--- src/rtl/ebox_mem_req_queue.sv ---
// EBOX memory request queue: DEPTH-entry FIFO that issues its head to MBOX, reissues on retry, completes in order.
// Completion/abort pulses one cycle after mboxResp/final mboxRetry; reqReady drops only when all DEPTH entries are held.
module ebox_mem_req_queue #(
    parameter int DEPTH     = 4,
    parameter int ADDR_W    = 23,
    parameter int DATA_W    = 36,
    parameter int MAX_RETRY = 7
) (
    input  logic                       clk,
    input  logic                       reset,
    input  logic                       reqValid,
    output logic                       reqReady,
    input  logic [ADDR_W-1:0]          reqVMA,
    input  logic [1:0]                 reqOp,
    input  logic [DATA_W-1:0]          reqData,
    output logic                       mboxReq,
    output logic [ADDR_W-1:0]          mboxVMA,
    output logic [1:0]                 mboxOp,
    output logic [DATA_W-1:0]          mboxWrData,
    input  logic                       mboxT0,
    input  logic                       mboxRetry,
    input  logic                       mboxResp,
    input  logic [DATA_W-1:0]          mboxRdData,
    output logic                       respValid,
    output logic [DATA_W-1:0]          respData,
    output logic [1:0]                 respOp,
    output logic                       retryErr,
    output logic [$clog2(DEPTH):0]     occupancy
);

    localparam int PTR_W = $clog2(DEPTH);
    localparam int OCC_W = PTR_W + 1;
    localparam logic [7:0]       MAX_RETRY_C = 8'(MAX_RETRY);
    localparam logic [OCC_W-1:0] FULL_C      = OCC_W'(DEPTH);
    localparam logic [1:0]       OP_WRITE    = 2'b01;

    typedef struct packed {
        logic [ADDR_W-1:0] vma;
        logic [1:0]        op;
        logic [DATA_W-1:0] dat;
    } entry_t;

    typedef enum logic [1:0] {
        S_IDLE,
        S_ISSUE,
        S_WAIT
    } state_t;

    entry_t             mem_q [DEPTH];
    logic [PTR_W-1:0]   head_q, head_d;
    logic [PTR_W-1:0]   tail_q, tail_d;
    logic [OCC_W-1:0]   occ_q, occ_d;
    state_t             state_q, state_d;
    logic [7:0]         retry_q, retry_d;
    logic               resp_vld_q, resp_vld_d;
    logic [DATA_W-1:0]  resp_dat_q, resp_dat_d;
    logic [1:0]         resp_op_q, resp_op_d;
    logic               retry_err_q, retry_err_d;

    logic   push;
    logic   pop_done;
    logic   pop_abort;
    logic   pop;
    logic   empty;
    entry_t head_ent;

    assign empty    = (occ_q == '0);
    assign reqReady = (occ_q != FULL_C);
    assign push     = reqValid && reqReady;
    assign pop      = pop_done || pop_abort;
    assign head_ent = mem_q[head_q];

    // Outputs mirror the head entry and read as zero when nothing is queued.
    assign mboxVMA    = empty ? '0 : head_ent.vma;
    assign mboxOp     = empty ? '0 : head_ent.op;
    assign mboxWrData = empty ? '0 : head_ent.dat;

    assign respValid = resp_vld_q;
    assign respData  = resp_dat_q;
    assign respOp    = resp_op_q;
    assign retryErr  = retry_err_q;
    assign occupancy = occ_q;

    always_comb begin
        state_d   = state_q;
        retry_d   = retry_q;
        pop_done  = 1'b0;
        pop_abort = 1'b0;
        mboxReq   = 1'b0;
        case (state_q)
            S_IDLE: begin
                if (!empty) begin
                    state_d = S_ISSUE;
                    retry_d = '0;
                end
            end
            S_ISSUE: begin
                mboxReq = 1'b1;
                if (mboxT0) begin
                    state_d = S_WAIT;
                end
            end
            S_WAIT: begin
                // A response in the same cycle as a retry completes the reference.
                if (mboxResp) begin
                    pop_done = 1'b1;
                    state_d  = S_IDLE;
                end else if (mboxRetry) begin
                    if (retry_q == MAX_RETRY_C) begin
                        pop_abort = 1'b1;
                        state_d   = S_IDLE;
                    end else begin
                        retry_d = retry_q + 8'd1;
                        state_d = S_ISSUE;
                    end
                end
            end
            default: state_d = S_IDLE;
        endcase
    end

    always_comb begin
        head_d      = pop  ? head_q + PTR_W'(1) : head_q;
        tail_d      = push ? tail_q + PTR_W'(1) : tail_q;
        occ_d       = occ_q;
        case ({push, pop})
            2'b10:   occ_d = occ_q + OCC_W'(1);
            2'b01:   occ_d = occ_q - OCC_W'(1);
            default: occ_d = occ_q;
        endcase
        resp_vld_d  = pop_done;
        retry_err_d = pop_abort;
        resp_op_d   = resp_op_q;
        resp_dat_d  = resp_dat_q;
        if (pop_done) begin
            resp_op_d  = head_ent.op;
            resp_dat_d = (head_ent.op == OP_WRITE) ? '0 : mboxRdData;
        end
    end

    always_ff @(posedge clk) begin
        if (push) begin
            mem_q[tail_q] <= '{vma: reqVMA, op: reqOp, dat: reqData};
        end
    end

    always_ff @(posedge clk) begin
        if (reset) begin
            head_q      <= '0;
            tail_q      <= '0;
            occ_q       <= '0;
            state_q     <= S_IDLE;
            retry_q     <= '0;
            resp_vld_q  <= 1'b0;
            resp_dat_q  <= '0;
            resp_op_q   <= '0;
            retry_err_q <= 1'b0;
        end else begin
            head_q      <= head_d;
            tail_q      <= tail_d;
            occ_q       <= occ_d;
            state_q     <= state_d;
            retry_q     <= retry_d;
            resp_vld_q  <= resp_vld_d;
            resp_dat_q  <= resp_dat_d;
            resp_op_q   <= resp_op_d;
            retry_err_q <= retry_err_d;
        end
    end

endmodule

--- config.mk ---
export PLATFORM = sky130hd
export DESIGN_NAME = ebox_mem_req_queue
export DESIGN_NICKNAME = d
export VERILOG_FILES = /design/src/rtl/ebox_mem_req_queue.sv
export SDC_FILE = /design/constraint.sdc
export NUM_CORES = 1
export LEC_CHECK = 0
export CORE_MARGIN = 8
export CORE_UTILIZATION = 23
export CTS_CLUSTER_SIZE = 28
export DETAILED_ROUTE_END_ITERATION = 8
export PLACE_DENSITY_LB_ADDON = 0.2
export SYNTH_ARGS = -nofsm -noshare
export SYNTH_HDL_FRONTEND = slang
export SYNTH_SLANG_ARGS = --single-unit
--- constraint.sdc ---
create_clock -name clk -period 2.7 [get_ports clk]
set_clock_uncertainty 0.05 [all_clocks]
set_input_delay 0.54 -clock clk [delete_from_list [all_inputs] [get_ports clk]]
set_output_delay 0.54 -clock clk [all_outputs]
set_load 0.005 [all_outputs]
### Yosys cells after proc, flatten, opt, wreduce, memory -nomap -nowiden

Memories as Yosys holds them, arrays and structs flattened. A register that Yosys moved wholly into a read port is not among the register bits.
Cells that the tools add are included.

| word-level totals | value |
|---|---|
| memories | 1 |
| latch bits | 0 |
| logic and storage cells | 63 |
| memory bits (read-only) | 0 |
| RAM bits | 244 |
| bits of input ports | 103 |
| flip-flop bits (word level) | 57 |
| output and inout bits | 106 |

Memories:

| memory | depth | bits a word | rd ports | clocked after memory_dff | wr ports | line | RTL |
|---|---|---|---|---|---|---|---|
| mem_q | 4 | 61 | 1 | 1 | 1 | 49 | `entry_t mem_q [DEPTH];` |

| operators by class | value |
|---|---|
| reduce and logical (&&, ||, !) cells | 8 |
| add/sub/neg operators | 5 |
| mux-type cells | 27 |
| shift-type cells | 0 |
| bitwise operators | 0 |
| order comparisons | 0 |
| equal/unequal tests | 13 |
| multipliers | 0 |
| divide/modulo/power cells | 0 |

Operators with widths:

| kind | number |
|---|---|
| $mux 36 | 2 |
| $mux 8 | 4 |
| $mux 23 | 1 |
| $pmux 8 s2 | 1 |
| $mux 2 | 7 |
| $mux 1 | 10 |
| $ne 2x2->1 const B | 5 |
| $add 8x1->8 const B | 1 |
| $eq 8x3->1 const B | 1 |
| $eq 2x1->1 const B | 3 |
| $ne 3x3->1 const B | 2 |
| $pmux 2 s3 | 1 |
| $pmux 3 s2 | 1 |
| $reduce_and 5->1 | 1 |
| $add 2x1->2 const B | 2 |
| $eq 2x2->1 const B | 2 |
| $reduce_bool 2->1 | 2 |
| $add 3x1->3 const B | 1 |
| $logic_not 3->1 | 1 |
| $reduce_and 3->1 | 1 |
| $sub 3x1->3 const B | 1 |
| $logic_not 2->1 | 1 |
| $logic_and 1x1->1 | 1 |
| $logic_or 1x1->1 | 1 |

### Logic depth before layout (Yosys ltp)

| depth | value |
|---|---|
| word-level depth | 8 |
| gate-level depth with buffers | 10 |
| depth with buffers taken out | 10 |

### Worst setup path after synthesis

No wires, ideal clock.

| timing | value |
|---|---|
| path kind | reg-to-reg |
| start | reg occ_q[0], in the netlist occupancy[0] |
| end | mem mem_q[0][0] (netlist name) (enable) |
| buffers on the path | 0 |
| data arrival time | 2.097 ns |
| setup time | 0.426 ns |
| required time | 2.224 ns |
| slack | 0.127 ns |
| stages on the path, launching flop included | 3 |
| clock period less this slack | 2.573 ns |
| path through | dfxtp_1 -> or3b_1 -> and3_1 |

| on the way | value |
|---|---|
| cells in the longest elaborated chain, start to end | 4 |

RTL lines:

| item | line | RTL |
|---|---|---|
| start, declared | 52 | `logic [OCC_W-1:0] occ_q, occ_d;` |
| start signal, assigned | 151 | `occ_q <= '0;` |
| start signal, assigned | 161 | `occ_q <= occ_d;` |
| $ne 3x3->1 | 68 | `assign reqReady = (occ_q != FULL_C);` |
| via reqReady | 12 | `output logic reqReady,` |
| $logic_and 1x1->1 | 69 | `assign push = reqValid && reqReady;` |
| $mux 1 | 142 | `if (push) begin` |
| $mux 1 (implied by the code) | 143 | `mem_q[tail_q] <= '{vma: reqVMA, op: reqOp, dat: reqData};` |
| end, declared | 49 |  |

The timed path passes the listed nets, and every way through them passes these cells.

==> impl_metrics.tcl <==
set metrics [dict create \
    synthAdderAreaFrac_pct 0.7937 \
    die_h_um 244.2 \
    critical_path_class "register to primary output" \
    switchingPower_mw 2.608 \
    syn_inst 681 \
    period_share_pct 99.90 \
    drc 0 \
    worstPathArrival_ps 2110 \
    r2r_start "occupancy[2]" \
    min_path_type "register to register" \
    synth_common_cells "244 x edfxtp_1, 62 x nor2b_1, 61 x mux4_2, 59 x dfxtp_1, 49 x nand2_1" \
    antenna_left 0 \
    avgRoutedWirePerCell_um 19.03 \
    power.density_nw_per_um2 685.4 \
    synth_simple_gate_area_share_pct 9.880 \
    fillers 5083 \
    cp.required_ps 2110 \
    synth_top_area_cell "edfxtp_1" \
    antennaDiodeCount 0 \
    fin_nets 1057 \
    start_kind "register" \
    clockRootBuffer "clkbuf_16" \
    antenna_found_initial 5 \
    drt_first_pass_iters 4 \
    total_leakage_power_nw 5.411 \
    synth-compound-area-share_pct 3.937 \
    syn_avg_cell_area_sq_um 17.59 \
    clkSlewWorstSetupHoldPaths_ps 60 \
    ys_seq_elements 303 \
    yosysWarnings 0 \
    synth_edf_count 244 \
    die_area_sq_um 59650 \
    synth_xor_xnor_area_share_pct 0.2924 \
    pre_cts_ws_ps -280.4 \
    finalSetupViolations 0 \
    switching_share_pct 22.92 \
    ys.flop_type "edfxtp_1" \
    ctsLongestPathBuffers 3 \
    dr_total_vias 6786 \
    vdd_ir_drop_max_v 0.0003465 \
    yosysMostFrequentCell "edfxtp_1" \
    slew_headroom_pct 58.50 \
    place_area_sq_um 15150 \
    grt_remaining_overflow 0 \
    intPower_mw 8.770 \
    clk_latency_ps 530 \
    layout-area-overhead-vs-synth_pct 38.57 \
    hold_buffers 0 \
    start_util_pct 23.31 \
    async_reset_ff_share_pct 0 \
    timing.fmax_mhz 370.8 \
    status "completed" \
    drt-vias-per-instance 4.105 \
    synth.yosys.seq_area_share_pct 71.02 \
    rsz0062_at_grt "yes" \
    drtIter0Drc 261 \
    netlist.area_leader.share_pct 61.16 \
    ios 209 \
    cp-end-kind "primary output" \
    syn-cell-area_sq_um 11980 \
    synth_top_family_by_area "multiplexers" \
    grt_pass1_wl_mm 47.86 \
    crit_fanout 6 \
    fin_ws_ps 2.817 \
    hold_start "respData[25]" \
    dp_hpwl_mm 19.28 \
    portBuffers 208 \
    finalHoldViolations 0 \
    grt_pass1_vias 7416 \
    p_comb_share_pct 10.9 \
    drive_gt1_share_pct 32.68 \
    core.rowCount 83 \
    gp_congestion 0.6711 \
    cts.sinks 303 \
    placeableCoreArea_sq_um 51410 \
    die_w_um 244.2 \
    synthMuxAreaShare_pct 11.72 \
    wirelength_mm 31.46 \
    track_usage_pct 10.50 \
    synth_fp_nets 791 \
    period_minus_slack_ps 2697 \
    tritoncts "yes" \
    numCtsBuffers 37 \
    final_area_sq_um 16600 \
    pwr-share-seq_pct 46.8 \
    slew_viol_final 0 \
    grt_max_degree 53 \
    worstMarginPinSlew_ps 622.5 \
    maxCapViolCount 0 \
    synth_cell_types 48 \
    htree_levels 2 \
    synthTopCellsByArea "edfxtp_1 61%, mux4_2 11%, dfxtp_1 9.9%" \
    clockPowerShare_pct 42.3 \
]
==> metrics by stage <==
step	utilization, %	power, mW	setup TNS (ps)	instances	hold slack (ps)
finish	32.29	11.38	0	1653	401.7
global route	32.29	11.88	-2922	1653	398.0
CTS	32.03	11.61	-2875	1645	362.9
detailed placement	29.46	6.741	-305.5	1561	396.9
global placement	29.46	6.750	-298.9	1561	393.3
floorplan	-	5.952	0	681	388.4
==> power by group through the flow <==
| stage | sequential [mW] | clock, mW | combinational [mW] |
|---|---|---|---|
| 2_1_floorplan | 5.42 | 0 | 0.535 |
| 3_3_place_gp | 5.42 | 0 | 1.33 |
| 3_5_place_dp | 5.42 | 0 | 1.32 |
| 4_1_cts | 5.32 | 5.01 | 1.27 |
| 5_1_grt | 5.34 | 5.17 | 1.37 |
| 6_report | 5.32 | 4.81 | 1.24 |
==> metal layers <==
layer	up-vias	GRT usage [%]	routed length, um
met3	52	3.368	2308
li1	3153	-	-
met1	3389	13.55	13800
met5	-	0	55
met4	8	3.558	729
met2	184	16.53	14570
==> what timing repair did <==
action | 4_1_cts | 5_1_grt
setup buffers | 16 | 9
pin swaps | 0 | 0
gates resized for setup | 246 | 35
setup endpoints to repair | 61 | 50
cloned | 4 | 0
==> worst max-delay path, cell delays in order (launching register included) <==
cell and delay [ps]:
dfxtp_4 400, buf_12 140, buf_12 120, buf_16 130, mux4_2 490, nor2b_1 150
buf_2 140
==> placed cells by master (no fill, tap or decap), types with 8 or more instances in the layout <==
| master | n |
|---|---|
| buf_6 | 8 |
| inv_1 | 9 |
| mux4_2 | 61 |
| edfxtp_1 | 244 |
| nand3_1 | 13 |
| nor2_1 | 9 |
| buf_4 | 23 |
| nor2b_1 | 46 |
| clkdlybuf4s50_1 | 146 |
| nor2b_4 | 11 |
| dfxtp_1 | 57 |
| nand3_2 | 30 |
| buf_2 | 45 |
| a21oi_2 | 30 |
| a21oi_1 | 19 |
| nand2_1 | 49 |
| buf_12 | 26 |
| clkbuf_16 | 38 |
==> logic make-up after synthesis <==
kind of cell	Yosys count
DFF	303
and+or+nand+nor	190
AOI/OAI and AO/OA	64
muxes	64
buffers and inverters	49
adders and majority gates	7
xor gates and xnor gates	4
==> path summary, 6_finish.rpt <==
kind	to	slack, ps	depth (start not counted)
hold / removal	respData[25]	400	2
setup reg to reg	occupancy[2]	310	9
hold reg to reg	respData[25]	400	2
setup / recovery	mboxWrData[19]	3	6
==> sequential cells by signal, summed over array words and instances (netlist names), named ones only <==
register	cells
respData	36
retry_q	8
respValid	1
head_q	2
respOp	2
occupancy	3
tail_q	2
retryErr	1
mem_q	244
state_q	2
==> final cells by class <==
| cell class | instances | area, sq um | share of cell area, % |
|---|---|---|---|
| multi-input combinational | 329 | 3311 | 19.94 |
| inverter | 9 | 33.78 | 0.2035 |
| clock buffer | 45 | 987.2 | 5.947 |
| clock inverter | 20 | 178.9 | 1.078 |
| tap | 680 | 850.8 | 5.125 |
| timing repair buffer | 267 | 2724 | 16.41 |
| sequential | 303 | 8516 | 51.30 |
Note: power is estimated with default switching activity, not from simulation.
